## config.mk

```make
export PLATFORM = sky130hd
export DESIGN_NAME = uart_tx_fifo_flat
export DESIGN_NICKNAME = d
export VERILOG_FILES = /design/src/rtl/hydra_uart_pkg.sv /design/src/rtl/uart_tx_fifo_if.sv /design/src/rtl/sync_fifo_ram.sv /design/src/rtl/uart_tx_fifo.sv /design/src/flat_wrapper.sv
export SDC_FILE = /design/constraint.sdc
export NUM_CORES = 1
export LEC_CHECK = 0
export BUFFER_PORTS_ARGS = -buffer_cell sky130_fd_sc_hd__buf_2
export CAP_MARGIN = 20
export CORE_MARGIN = 2
export CORE_UTILIZATION = 59
export DETAILED_ROUTE_END_ITERATION = 10
export GPL_TIMING_DRIVEN = 0
export PLACE_DENSITY = 0.79
export SLEW_MARGIN = 40
export SYNTH_ARGS = -nofsm -noshare
export SYNTH_HDL_FRONTEND = slang
export SYNTH_HIERARCHICAL = 1
export SYNTH_SLANG_ARGS = --single-unit
```

## constraint.sdc

```tcl
create_clock -name clk -period 3.68 [get_ports clk]
set_input_delay 0.368 -clock clk [delete_from_list [all_inputs] [get_ports clk]]
set_output_delay 0.368 -clock clk [all_outputs]
set_load 0.03 [all_outputs]
```

## src/rtl/hydra_uart_pkg.sv

```systemverilog
// Shared definitions for the UART transmit FIFO: drain FSM encoding and status word layout.
package hydra_uart_pkg;

  localparam int unsigned BYTE_W = 8;
  localparam int unsigned STAT_W = 32;

  localparam logic [1:0] ST_IDLE   = 2'd0;
  localparam logic [1:0] ST_LAUNCH = 2'd1;
  localparam logic [1:0] ST_BUSY   = 2'd2;

  localparam int unsigned STAT_EMPTY_BIT = 0;
  localparam int unsigned STAT_FULL_BIT  = 1;
  localparam int unsigned STAT_OVF_BIT   = 2;
  localparam int unsigned STAT_BUSY_BIT  = 3;
  localparam int unsigned STAT_COUNT_LSB = 8;
  localparam int unsigned STAT_COUNT_W   = 9;

  typedef struct packed {
    logic [14:0] rsvd_hi;
    logic [8:0]  count;
    logic [3:0]  rsvd_lo;
    logic        busy;
    logic        overflow;
    logic        full;
    logic        empty;
  } status_t;

  // Assemble the status word; unlisted bits stay zero.
  function automatic status_t pack_status(input logic empty, input logic full,
                                          input logic overflow, input logic busy,
                                          input logic [STAT_COUNT_W-1:0] count);
    logic [STAT_W-1:0] w;
    w = '0;
    w[STAT_EMPTY_BIT] = empty;
    w[STAT_FULL_BIT]  = full;
    w[STAT_OVF_BIT]   = overflow;
    w[STAT_BUSY_BIT]  = busy;
    w[STAT_COUNT_LSB +: STAT_COUNT_W] = count;
    return status_t'(w);
  endfunction

endpackage

```

## src/rtl/uart_tx_fifo_if.sv

```systemverilog
// Bus and UART-side signal bundle for uart_tx_fifo; master drives requests and tx_ready, slave is the FIFO.
interface uart_tx_fifo_if;
  import hydra_uart_pkg::*;

  logic              wr_valid;
  logic [BYTE_W-1:0] wr_data;
  logic              wr_ack;
  logic              rd_valid;
  logic [STAT_W-1:0] rd_data;
  logic              rd_ack;
  logic [BYTE_W-1:0] tx_data;
  logic              tx_send;
  logic              tx_ready;

  modport master (
    output wr_valid, wr_data, rd_valid, tx_ready,
    input  wr_ack, rd_data, rd_ack, tx_data, tx_send
  );

  modport slave (
    input  wr_valid, wr_data, rd_valid, tx_ready,
    output wr_ack, rd_data, rd_ack, tx_data, tx_send
  );

endinterface

```

## src/rtl/sync_fifo_ram.sv

```systemverilog
// FIFO storage: one write port and one registered read port with read-before-write behaviour.
module sync_fifo_ram #(
  parameter int unsigned DEPTH = 16,
  parameter int unsigned WIDTH = 8
) (
  input  logic                     clk,
  input  logic                     reset,
  input  logic                     i_wr_en,
  input  logic [$clog2(DEPTH)-1:0] i_wr_addr,
  input  logic [WIDTH-1:0]         i_wr_data,
  input  logic                     i_rd_en,
  input  logic [$clog2(DEPTH)-1:0] i_rd_addr,
  output logic [WIDTH-1:0]         o_rd_data
);

  logic [WIDTH-1:0] r_mem [DEPTH];
  logic [WIDTH-1:0] r_rd_data;

  always_ff @(posedge clk) begin
    if (i_wr_en) r_mem[i_wr_addr] <= i_wr_data;
  end

  // Read register holds its value between reads so the consumer sees a stable byte.
  always_ff @(posedge clk) begin
    if (reset) r_rd_data <= '0;
    else if (i_rd_en) r_rd_data <= r_mem[i_rd_addr];
  end

  assign o_rd_data = r_rd_data;

endmodule

```

## src/rtl/uart_tx_fifo.sv

```systemverilog
// Bus-writable transmit FIFO draining bytes into a UART via a send/ready handshake.
// Define UART_TX_FIFO_NONBLOCK_EN to drop writes to a full FIFO (sticky overflow) instead of stalling.
module uart_tx_fifo
  import hydra_uart_pkg::*;
#(
  parameter int unsigned DEPTH = 16
) (
  input logic           clk,
  input logic           reset,
  uart_tx_fifo_if.slave bus
);

  localparam int unsigned AW = $clog2(DEPTH);
  localparam int unsigned CW = AW + 1;

  logic [AW-1:0]     r_wr_ptr;
  logic [AW-1:0]     r_rd_ptr;
  logic [CW-1:0]     r_count;
  logic [1:0]        r_state;
  logic [1:0]        w_state_next;
  logic              r_overflow;
  logic              r_wr_ack;
  logic              r_rd_ack;
  logic              r_tx_send;
  logic [STAT_W-1:0] r_rd_data;
  logic [BYTE_W-1:0] w_ram_q;
  logic              w_full;
  logic              w_empty;
  logic              w_busy;
  logic              w_pop;
  logic              w_wr_req;
  logic              w_rd_req;
  logic              w_push;
  logic              w_wr_ack_set;
  logic              w_ovf_set;

  assign w_full   = (r_count == CW'(DEPTH));
  assign w_empty  = (r_count == '0);
  assign w_busy   = (r_state != ST_IDLE) || !w_empty;
  assign w_wr_req = bus.wr_valid && !r_wr_ack;
  assign w_rd_req = bus.rd_valid && !r_rd_ack;

  // A pop on the same edge frees a slot, so a full FIFO may still take the push.
`ifdef UART_TX_FIFO_NONBLOCK_EN
  assign w_wr_ack_set = w_wr_req;
  assign w_push       = w_wr_req && (!w_full || w_pop);
  assign w_ovf_set    = w_wr_req && w_full && !w_pop;
`else
  assign w_wr_ack_set = w_wr_req && (!w_full || w_pop);
  assign w_push       = w_wr_ack_set;
  assign w_ovf_set    = 1'b0;
`endif

  always_ff @(posedge clk) begin
    if (reset) r_state <= ST_IDLE;
    else r_state <= w_state_next;
  end

  // Drain FSM: launch one byte, wait for the UART to go busy, then wait for it to finish.
  always_comb begin
    w_state_next = r_state;
    w_pop        = 1'b0;
    case (r_state)
      ST_IDLE: begin
        if (!w_empty && bus.tx_ready) begin
          w_pop        = 1'b1;
          w_state_next = ST_LAUNCH;
        end
      end
      ST_LAUNCH: if (!bus.tx_ready) w_state_next = ST_BUSY;
      ST_BUSY:   if (bus.tx_ready) w_state_next = ST_IDLE;
      default:   w_state_next = ST_IDLE;
    endcase
  end

  always_ff @(posedge clk) begin
    if (reset) begin
      r_wr_ptr <= '0;
      r_rd_ptr <= '0;
      r_count  <= '0;
    end else begin
      if (w_push) r_wr_ptr <= r_wr_ptr + AW'(1);
      if (w_pop) r_rd_ptr <= r_rd_ptr + AW'(1);
      case ({w_push, w_pop})
        2'b10:   r_count <= r_count + CW'(1);
        2'b01:   r_count <= r_count - CW'(1);
        default: r_count <= r_count;
      endcase
    end
  end

  // Overflow set takes priority so a drop coinciding with a read is not lost.
  always_ff @(posedge clk) begin
    if (reset) r_overflow <= 1'b0;
    else if (w_ovf_set) r_overflow <= 1'b1;
    else if (w_rd_req) r_overflow <= 1'b0;
  end

  always_ff @(posedge clk) begin
    if (reset) begin
      r_wr_ack  <= 1'b0;
      r_rd_ack  <= 1'b0;
      r_tx_send <= 1'b0;
      r_rd_data <= '0;
    end else begin
      r_wr_ack  <= w_wr_ack_set;
      r_rd_ack  <= w_rd_req;
      r_tx_send <= w_pop;
      if (w_rd_req) begin
        r_rd_data <= pack_status(w_empty, w_full, r_overflow, w_busy, STAT_COUNT_W'(r_count));
      end
    end
  end

  sync_fifo_ram #(
    .DEPTH (DEPTH),
    .WIDTH (BYTE_W)
  ) u_ram (
    .clk       (clk),
    .reset     (reset),
    .i_wr_en   (w_push),
    .i_wr_addr (r_wr_ptr),
    .i_wr_data (bus.wr_data),
    .i_rd_en   (w_pop),
    .i_rd_addr (r_rd_ptr),
    .o_rd_data (w_ram_q)
  );

  assign bus.wr_ack  = r_wr_ack;
  assign bus.rd_ack  = r_rd_ack;
  assign bus.rd_data = r_rd_data;
  assign bus.tx_send = r_tx_send;
  assign bus.tx_data = w_ram_q;

endmodule

```

## src/flat_wrapper.sv

```systemverilog
// flat-port wrapper written by rule: the top's interface ports become plain ports
module uart_tx_fifo_flat import hydra_uart_pkg::*;
#(
  parameter int unsigned DEPTH = 16
)
  (clk, reset, bus_wr_valid, bus_wr_data, bus_rd_valid, bus_tx_ready, bus_wr_ack, bus_rd_data, bus_rd_ack, bus_tx_data, bus_tx_send);
  uart_tx_fifo_if bus_i ();
  input logic clk;
  input logic reset;
  input wire logic [$bits(bus_i.wr_valid)-1:0] bus_wr_valid;
  input wire logic [$bits(bus_i.wr_data)-1:0] bus_wr_data;
  input wire logic [$bits(bus_i.rd_valid)-1:0] bus_rd_valid;
  input wire logic [$bits(bus_i.tx_ready)-1:0] bus_tx_ready;
  output wire logic [$bits(bus_i.wr_ack)-1:0] bus_wr_ack;
  output wire logic [$bits(bus_i.rd_data)-1:0] bus_rd_data;
  output wire logic [$bits(bus_i.rd_ack)-1:0] bus_rd_ack;
  output wire logic [$bits(bus_i.tx_data)-1:0] bus_tx_data;
  output wire logic [$bits(bus_i.tx_send)-1:0] bus_tx_send;
  assign bus_i.wr_valid = bus_wr_valid;
  assign bus_i.wr_data = bus_wr_data;
  assign bus_i.rd_valid = bus_rd_valid;
  assign bus_i.tx_ready = bus_tx_ready;
  assign bus_wr_ack = bus_i.wr_ack;
  assign bus_rd_data = bus_i.rd_data;
  assign bus_rd_ack = bus_i.rd_ack;
  assign bus_tx_data = bus_i.tx_data;
  assign bus_tx_send = bus_i.tx_send;
  uart_tx_fifo #(.DEPTH(DEPTH)) u_core (.clk(clk), .reset(reset), .bus(bus_i));
endmodule
```

After elaboration in Yosys (flattened, before gate mapping):

Memory sizes are Yosys's and may differ from the RTL's. A register that Yosys moved wholly into a read port is not among the register bits.
Cells that the tools add are included.

* register bits: 26
* bits in writable memories: 128
* input port bits: 13
* output and inout port bits: 43
* logic and storage cells: 45
* memories kept: 1

Memories
* u_core.u_ram.r_mem: words 16, bits a word 8, rd ports 1, clocked after Yosys merged registers in 1, wr ports 1, line sync_fifo_ram.sv:16 `logic [WIDTH-1:0] r_mem [DEPTH];`

* $add $sub $neg: 4
* equality and inequality tests: 8
* multiplexer cells: 9
* reduce and logical (&&, ||, !) cells: 15

Operators with widths (number)
* $pmux W5 S2: 1
* $add A4 B1 Y4 const B: 2
* $mux W2: 3
* $pmux W2 S3: 1
* $add A5 B1 Y5 const B: 1
* $eq A5 B5 Y1 const B: 1
* $logic_not A5 Y1: 1
* $sub A5 B1 Y5 const B: 1
* $eq A2 B1 Y1 const B: 2
* $eq A2 B2 Y1 const B: 2
* $logic_and A1 B1 Y1: 4
* $logic_not A1 Y1: 4
* $mux W1: 4
* $ne A2 B2 Y1 const B: 2
* $reduce_bool A2 Y1: 2
* $reduce_and A3 Y1: 1
* $logic_not A2 Y1: 1
* $logic_or A1 B1 Y1: 2
* $ne A2 B1 Y1 const B: 1

Logic depth before layout (Yosys ltp):

* depth after elaboration: 9
* mapped depth: 8
* depth with buffers taken out: 7

Modules after synthesis:

The synthesis kept the hierarchy.

Modules (own cells, without submodules)
* sync_fifo_ram: instances 1, cells an instance 316, area an instance 5343.9 µm², seq. area each 4003.8 µm²
* uart_tx_fifo: instances 1, cells an instance 161, area an instance 1455.1 µm², seq. area each 520.5 µm²

Worst setup path after synthesis:

No wires, ideal clock.

* path type: input-to-reg
* start point: in bus_tx_ready
* end point: mem u_core.u_ram.r_mem[0][0] (enable)
* library setup time: 0.383 ns
* data arrival time: 2.309 ns
* required time: 3.297 ns
* path slack: 0.988 ns
* stages: 5
* buffers on the path: 1
* cells stage by stage: or3b_1 -> clkbuf_1 -> a31oi_4 -> or3b_2 -> nor3_1

* longest elaborated chain between the ends: 7

RTL lines
* start: declaration: line flat_wrapper.sv:13 `input wire logic [$bits(bus_i.tx_ready)-1:0] bus_tx_ready;`
* $logic_and A1 B1 Y1: line uart_tx_fifo.sv:65 `if (!w_empty && bus.tx_ready) begin`
* $mux W1: line uart_tx_fifo.sv:65
* $mux W1: line uart_tx_fifo.sv:63 `case (r_state)`
* $logic_or A1 B1 Y1: line uart_tx_fifo.sv:49 `assign w_wr_ack_set = w_wr_req && (!w_full || w_pop);`
* $logic_and A1 B1 Y1: line uart_tx_fifo.sv:49
* named net u_core.w_push: line uart_tx_fifo.sv:33 `logic w_push;`
* $mux W1: line sync_fifo_ram.sv:20 `if (i_wr_en) r_mem[i_wr_addr] <= i_wr_data;`
* $mux W1 (not written as such): line sync_fifo_ram.sv:20
* end: declaration: line sync_fifo_ram.sv:16

The timed path passes the listed nets, and every way through them passes these cells.

Worst setup path after layout:

* start point: reg u_core.r_state[0]
* end point: mem u_core.u_ram.r_mem[0][1] (enable)

* longest elaborated chain between the ends: 6

RTL lines
* start: declaration: line uart_tx_fifo.sv:19 `logic [1:0] r_state;`
* start signal: assignment: line uart_tx_fifo.sv:56 `else r_state <= w_state_next;`
* $logic_not A2 Y1: line uart_tx_fifo.sv:63
* $mux W1: line uart_tx_fifo.sv:63
* $logic_or A1 B1 Y1: line uart_tx_fifo.sv:49
* $logic_and A1 B1 Y1: line uart_tx_fifo.sv:49
* named net u_core.w_push: line uart_tx_fifo.sv:33
* $mux W1: line sync_fifo_ram.sv:20
* $mux W1 (not written as such): line sync_fifo_ram.sv:20

The timed path passes the listed nets, and every way through them passes these cells.

==> impl_results.md <==
- Status: complete, no violations
- Die Height: 111 µm
- Worst setup EP type: register
- Leakage: 2.73 nW
- Starting DRC count in detailed routing: 338
- Placed cells: 674
- Clock transition at the registers of the reported paths: 0.06 ns
- Port Buf Inserts: 31
- HPWL Detailed: 8990 µm
- R2R depth: 5
- Starting density of the core: 60.1%
- Average wire per standard cell: 19.4 µm
- Slowest stage delay, CP: 0.59 ns
- Skew final: 0.00789 ns
- Via count of the first global-routing pass: 4054
- Crit path max fanout: 11
- Top achievable clock speed: 354 MHz
- Via Count: 4032
- Initial antenna violation count: 0
- Nets: 569
- Critical Path AT: 2.87 ns
- # IOs: 56
- Resize count post-CTS: 0
- GRT Total Usage: 23.2%
- Wl on met1: 5520 µm
- VDD IR max: 0.395 mV
- Psw: 1.39 mW
- RD Place Congestion: 0.802
- Synth Register Bits: 162
- Worst setup margin: 0.851 ns
- Longest Clk Path Bufs: 2
- CTS sink count: 162
- Die W: 111 µm
- Clock group share of total power: 34.9%
- Crit path cell chain: or3b_1, clkbuf_1, a31oi_4, or3b_2, nor3_2
- Pwr/cell area: 625 nW/µm²
- Worst slew pin tran: 0.863 ns
- Period minus WS final: 2.83 ns
- Synth Instances: 477
- Ys Warns: 6
- Antenna cells: 0
- Routed Antenna Nets: 0
- DRC Markers: 0
- Hold path cells: 2
- Register area: 4520 µm²
- EDFF count, synth: 128
- Slew Limit Fails: 0
- Hold buffer count at cts: 0
- Pre-CTS setup slack: 0.651 ns
- Worst Hold Class: in2reg
- # H-tree levels: 4
- First-pass GRT wire length: 21700 µm
- Worst setup SP type: register
- RSZ-0062 raised after global routing: false
- CTS tree: done
- Clock latency on the worst-skew pair: 0.42 ns
- Layout cells sized above 1: 20.2%
- Setup tns final: 0 ns
- Routed met3 length: 866 µm
- Register area share after synthesis: 66.5%
- Internal cell power: 3.49 mW
- Syn Area/Cell: 14.3 µm²
- Total setup buffers inserted after CTS: 0
- Root Driver: clkbuf_16
- Multi-input logic area: 2010 µm²
- Layout Cells excl Fill: 706
- Fill cells: 773
- Post-synth ARST share: 0%
- Synth unique cells: 51
- Final hold viol count: 0
- P&R area growth vs syn: 15.0%
- Slew headroom: 42.2%
- Slowest library cell on the worst path: nor3_2
- First drt pass iteration count: 4
- Primary FF master, synth: edfxtp_1
- Number of buffers created by CTS: 17
- Part of the power in combinational logic: 19.8%
- WL final: 13700 µm
- Flop2flop setup slack: 0.85 ns
- Vias per Instance: 5.71
- Mapped cell area: 6800 µm²
- Row cnt: 39
- Final setup fails: 0
- Uppermost routed layer: met4
- Crit Path Category: reg2reg
- Critical path data required time: 3.72 ns
- Die ar.: 12400 µm²
- GR Overflow Total: 0
- Core Area: 11300 µm²
- Seq pwr share: 45.2%
- Net Sw Frac: 28.5%
- Largest net degree at the start of global routing: 17
- Max-Cap Viols: 0
- Met2 WL: 6910 µm
- Tcrit/Tclk final: 76.9%
layout make-up:
| cell class | count | area share, % |
|---|---|---|
| sequential | 162 | 57.8 |
| multi-input combinational | 287 | 25.8 |
| clock buffer | 18 | 5.49 |
| buffer | 46 | 4.54 |
| tap | 143 | 2.29 |
| timing repair buffer | 31 | 1.98 |
| clock inverter | 14 | 1.86 |
| inverter | 5 | 0.240 |
routing by layer:
layer  global-route usage [%]  up-vias
met4                     9.55        0
met2                     38.6      150
met1                     29.2     1968
li1                         -     1886
met5                        0        -
met3                     6.31       28
final timing paths:
check | start | end
setup reg to reg | u_core/r_state[0]$_SDFFE_PP0P_ | u_core/u_ram/r_mem[0][1]$_DFFE_PP_
hold / removal | bus_tx_ready | u_core/r_state[1]$_SDFFE_PP0P_
hold reg to reg | u_core/u_ram/o_rd_data[2]$_SDFFE_PP0P_ | u_core/u_ram/o_rd_data[2]$_SDFFE_PP0P_
setup / recovery | u_core/r_state[0]$_SDFFE_PP0P_ | u_core/u_ram/r_mem[0][1]$_DFFE_PP_
placed cells by master (no fill, tap or decap), types with 2 or more instances in the layout:
cell type / n
edfxtp_1: 128
mux2i_1: 67
buf_2: 40
dfxtp_1: 34
nand2_1: 32
nand3_1: 30
buf_4: 24
conb_1: 24
a22oi_1: 24
nor2_1: 22
a21oi_1: 20
clkbuf_16: 17
clkinv_1: 6
clkbuf_1: 6
inv_1: 5
xnor2_1: 5
a211oi_1: 5
ha_1: 5
nand2b_1: 4
nor2b_1: 4
nand3b_1: 4
nor3_2: 4
clkinvlp_4: 3
bufinv_16: 3
a21o_1: 3
nor2_2: 3
buf_8: 3
clkinv_2: 2
nor3_1: 2
a31oi_1: 2
and2_1: 2
xor2_1: 2
buf_6: 2
buf_12: 2
power groups by stage:
stage          Combinational, mW  Sequential [mW]  Clock, mW
2_1_floorplan              0.618             2.33          0
3_3_place_gp               0.927             2.24          0
4_1_cts                    0.968             2.21       1.73
5_1_grt                     1.05             2.23       1.81
6_report                   0.969             2.21       1.71
3_5_place_dp               0.963             2.25          0
worst max-delay path, delay by kind of cell (launching register included):
family	cells	cell delay [ns]
DFF	1	0.34
and+or+nand+nor	3	1.52
AOI/OAI and AO/OA	1	0.38
buffers and inverters	1	0.21
flip-flops by register name, indices dropped and copies added, names as in the netlist:
register,flops
u_core/bus.wr_ack,1
u_core/bus.rd_ack,1
u_core/bus.rd_data,8
u_core/r_state,2
u_core/r_rd_ptr,4
u_core/r_wr_ptr,4
u_core/u_ram/o_rd_data,8
u_core/u_ram/r_mem,128
u_core/bus.tx_send,1
u_core/r_count,5
cells in the mapped netlist, types with 5 or more instances:
library cell	instances	area [µm²]
xnor2_1	5	43.8
a22oi_1	24	180
clkbuf_1	5	18.8
inv_1	5	18.8
edfxtp_1	128	3840
ha_1	5	62.6
nor2_1	25	93.8
dfxtp_1	34	681
a211oi_1	5	37.5
a21oi_1	20	100
mux2i_1	67	671
nor3_1	6	30.0
nand2_1	32	120
nand3_1	30	150
buf_4	24	180
buf_2	9	45.0
logic make-up after synthesis:
group	after synthesis	share of synthesized area (%)
fa+ha+maj	6	1.21
other cells	1	0.0552
flops	162	66.5
compound gates	64	6.79
xor+xnor	7	0.902
mux	69	10.4
simple gates	117	8.58
buf+inv	51	5.50
per-stage QoR:
step | area (µm²) | total power, mW | hold WS (ns) | util (%)
final | 7820 | 4.89 | 0.148 | 69.1
after global routing | 7820 | 5.09 | 0.144 | 69.1
after CTS | 7820 | 4.91 | 0.132 | 69.0
after detailed placement | 7240 | 3.21 | 0.443 | 64.0
after global placement | 7220 | 3.16 | 0.438 | 63.8
after floorplan | 6890 | 2.95 | 0.445 | -
Note: power is estimated with default switching activity, not from simulation.
